## config.mk

```make
export PLATFORM = sky130hd
export DESIGN_NAME = sumador_serial_4bit
export DESIGN_NICKNAME = d
export VERILOG_FILES = /design/src/rtl/sumador_serial_4bit.sv
export SDC_FILE = /design/constraint.sdc
export NUM_CORES = 1
export LEC_CHECK = 0
export CELL_PAD_IN_SITES_DETAIL_PLACEMENT = 1
export CELL_PAD_IN_SITES_GLOBAL_PLACEMENT = 1
export CORE_MARGIN = 4
export CORE_UTILIZATION = 43
export DETAILED_ROUTE_END_ITERATION = 7
export PLACE_DENSITY = 0.88
export SYNTH_ARGS = -nofsm -noshare
export SYNTH_HDL_FRONTEND = slang
export SYNTH_SLANG_ARGS = --single-unit
```

## constraint.sdc

```tcl
create_clock -name clk -period 2.9 [get_ports clk]
set_input_delay 0.29 -clock clk [delete_from_list [all_inputs] [get_ports clk]]
set_output_delay 0.29 -clock clk [all_outputs]
set_load 0.05 [all_outputs]
```

## src/rtl/sumador_serial_4bit.sv

```systemverilog
// Bit-serial ripple adder: one full-adder cell plus a carry flip-flop, LSB first,
// with a start/busy/done handshake and registered S/Cout/ovf.
module sumador_serial_4bit #(
  parameter int unsigned WIDTH = 4
) (
  input  logic             clk,
  input  logic             rst_n,
  input  logic             start,
  input  logic [WIDTH-1:0] A,
  input  logic [WIDTH-1:0] B,
  input  logic             Cin,
  output logic             busy,
  output logic             done,
  output logic [WIDTH-1:0] S,
  output logic             Cout,
  output logic             ovf
);

  localparam int unsigned CW = (WIDTH > 1) ? $clog2(WIDTH) : 1;

  typedef enum logic [1:0] {ST_IDLE, ST_RUN, ST_DONE} state_t;

  state_t           state;
  logic [WIDTH-1:0] a_sh;
  logic [WIDTH-1:0] b_sh;
  logic [WIDTH-1:0] s_sh;
  logic             c;
  logic [CW-1:0]    cnt;

  logic             sb;
  logic             c_next;
  logic             last;

  always_comb begin
    sb     = a_sh[0] ^ b_sh[0] ^ c;
    c_next = (a_sh[0] & b_sh[0]) | (a_sh[0] & c) | (b_sh[0] & c);
    last   = (cnt == CW'(WIDTH - 1));
  end

  always_ff @(posedge clk or negedge rst_n) begin
    if (!rst_n) begin
      state <= ST_IDLE;
      a_sh  <= '0;
      b_sh  <= '0;
      s_sh  <= '0;
      c     <= 1'b0;
      cnt   <= '0;
      busy  <= 1'b0;
      done  <= 1'b0;
      S     <= '0;
      Cout  <= 1'b0;
      ovf   <= 1'b0;
    end else begin
      case (state)
        ST_IDLE: begin
          if (start) begin
            a_sh  <= A;
            b_sh  <= B;
            c     <= Cin;
            cnt   <= '0;
            busy  <= 1'b1;
            state <= ST_RUN;
          end
        end
        ST_RUN: begin
          c    <= c_next;
          s_sh <= {sb, s_sh[WIDTH-1:1]};
          a_sh <= a_sh >> 1;
          b_sh <= b_sh >> 1;
          cnt  <= cnt + 1'b1;
          // c still holds the carry into the MSB while the final bit is summed
          if (last) begin
            S     <= {sb, s_sh[WIDTH-1:1]};
            Cout  <= c_next;
            ovf   <= c ^ c_next;
            busy  <= 1'b0;
            done  <= 1'b1;
            state <= ST_DONE;
          end
        end
        ST_DONE: begin
          done  <= 1'b0;
          state <= ST_IDLE;
        end
        default: begin
          busy  <= 1'b0;
          done  <= 1'b0;
          state <= ST_IDLE;
        end
      endcase
    end
  end

endmodule

```

==> metrics.txt <==
status completed; total setup buffers inserted after CTS 0; Tcrit/Tclk final ~62%; worst-path fanout max 2; clk sinks 24; Final Setup Violations 0; r2r startpoint state[0]; combinational power share a little under half; met3 usage just under 3%; CTS tree yes; Hold Path Class input port to async pin; CP peak stage delay 810 ps; GRT overflow 0; port bufs 19; RSZ-0062 raised after global routing no; router iterations before antenna repair 4; Worst Path Arrival approximately 1500 ps; RR Endpoint a_sh[0]; CP cell instances clkdlybuf4s50_1; CTS root buffer clkbuf_4; Buf+Inv Stages, Crit Path 1; Warnings, synthesis 0; fmax between 500 and 600 MHz; commonest non-fill, non-tap cell in the layout dfrtp_1; GR Util All Layers between 10% and 20%; Std-Cell Core Area ~0.0023 mm^2; Skew-Pair Late Insertion Delay 310 ps; Cell Int Power a little under 0.9 mW; gpl congestion approximately 0.72; DR vias between 700 and 800; num ports 20; CP top delay family buffers and inverters; Max-cap violations 0; total power approximately 1.5 mW; HPWL after DPL 1640 um; Via density 5.49; initial core utilization a little under half; Switching Share a little over two fifths; Clock Tree Buf Depth 2; ANT cells 0; Cell Area, Synth between 0.001 and 0.0015 mm^2; Synth Register Bits 24; Die X-Extent 57.5 um; Final nets 121; routed length per instance between 15 and 20 um; Yosys cell types 26; Power Dens Cells ~1200 mW/mm^2; crit path kind flop to output pin; die area around 0.0033 mm^2; Reg2Reg Setup Slack ~1500 ps; Clock Power Share between 10% and 20%; worst path required time 2610 ps; crit path launch type flop; Final ANT Viol Nets 0; async set-reset flop share out of synthesis 100%; CP Depth 1; final setup TNS 0 ps; Post-synth EDFFs 0; GRT Max-Usage Layer met2; R2R cell count 2; Net Sw Power between 0.6 and 0.7 mW; cell count after synthesis 86; largest net degree at the start of global routing 25; Critical-path top delay cell clkdlybuf4s50_1; Post-CTS Hold Fix Bufs 0; CTS resizes 0; synthesized area per cell roughly 12 um^2; met2 global-route usage between 20% and 30%; H-tree depth 1; fraction of layout cells with a size suffix above 1 roughly 16%; Seq/Total Area, Yosys between 50 and 60%; crit path time final ~1800 ps; Tightest Pin Transition 500 ps; DRC errors left 0; VDD IR max 0.659 mV; die height 57.5 um; Final Skew between 3 and 4 ps; wire length of the first global-routing pass around 3800 um; GR Layer Usage met1 a little under a fifth; Layout area overhead 22.4%; sequential share of power between 40% and 50%; Net Count, Synth 100; Reg clk slew, reported paths roughly 130 ps; Initial DRC Count 6; kind of end point of the critical path output pin; Slew Viols, Final 0; prevailing post-synth register cell dfrtp_1; worst setup path end busy; FP Rows 17; vias in the first global route 800; most frequent cells in the layout dfrtp_1, clkdlybuf4s50_1, nand2_1; total CTS buffers 3; Final Hold Fails 0; Leak roughly 0.58 nW; initial antenna violation count 0; Critical Path Source busy; WL final between 2000 and 2500 um; headroom to the max-slew limit between 60% and 70%
[how the worst min path moves through the flow]
stage / start / to
2_1_floorplan: rst_n / Cout
3_3_place_gp: s_sh[1] / s_sh[1]
3_5_place_dp: s_sh[1] / s_sh[1]
4_1_cts: rst_n / S[2]
5_1_grt: rst_n / b_sh[0]
6_report: rst_n / b_sh[0]
[layer usage]
metal / routed length [um] / up-vias
met5: 0 / -
met4: 27 / 0
met3: 91 / 4
met2: 1140 / 17
met1: 949 / 372
li1: - / 342
[final cells by class]
type | count | area, um^2
multi-input combinational | 56 | 414
inverter | 2 | 7.51
sequential | 24 | 601
fill | 248 | 985
timing repair buffer | 20 | 198
tap | 28 | 35.0
clock buffer | 4 | 36.3
[cell usage after synthesis, types with 2 or more instances]
cell type / count / area [um^2]
o221a_2: 5 / 56.3
a211oi_1: 2 / 15.0
buf_6: 2 / 22.5
nand3b_1: 5 / 37.5
mux2_2: 5 / 56.3
inv_1: 2 / 7.51
nand2_1: 11 / 41.3
nor2_1: 7 / 26.3
a21oi_1: 2 / 10.0
a22o_1: 3 / 26.3
nor3_1: 2 / 10.0
nand2b_1: 2 / 12.5
dfrtp_1: 24 / 601
o21ai_0: 2 / 10.0
[logic make-up (layout without fill, tap and decap cells)]
kind of cell    count (synthesis)  count (layout)  share of synthesized area, %
simple gates                   30              30                          15.3
flops                          24              24                          56.9
compound gates                 18              18                          14.7
buf+inv                         6              26                          3.80
mux                             5               5                          5.34
fa+ha+maj                       2               2                          3.08
xor+xnor                        1               1                         0.831
[worst register-to-register path: stages, from the launching register on]
cell and delay, ps:
dfrtp_1 630, nand2b_1 320, o221a_2 350
[flip-flops by register name (all words and copies together), names as in the netlist]
signal and flops:
S 4, a_sh 4, b_sh 4, s_sh 3, cnt 2, state 2, Cout 1, busy 1
c 1, done 1, ovf 1
[through the flow]
| stage | cells | worst slack (ps) | area, um^2 | hold WS [ps] | utilization (%) |
|---|---|---|---|---|---|
| 3_5_place_dp | 130 | 1360 | 1250 | 475 | 55.1 |
| 2_1_floorplan | 86 | 1630 | 1050 | -5.59 | - |
| 3_3_place_gp | 130 | 1420 | 1250 | 460 | 55.1 |
| 4_1_cts | 134 | 1090 | 1290 | 319 | 56.7 |
| 5_1_grt | 134 | 1030 | 1290 | 345 | 56.7 |
| 6_report | 134 | 1100 | 1290 | 316 | 56.7 |
[power by group through the flow]
stage | Sequential (mW) | Clock (mW) | Combinational [mW]
after detailed placement | 0.629 | 0 | 0.744
after CTS | 0.621 | 0.183 | 0.747
after global placement | 0.616 | 0 | 0.708
after global routing | 0.641 | 0.203 | 0.800
final | 0.619 | 0.177 | 0.735
after floorplan | 0.747 | 0 | 0.412
(Power assumes the default switching activity.)
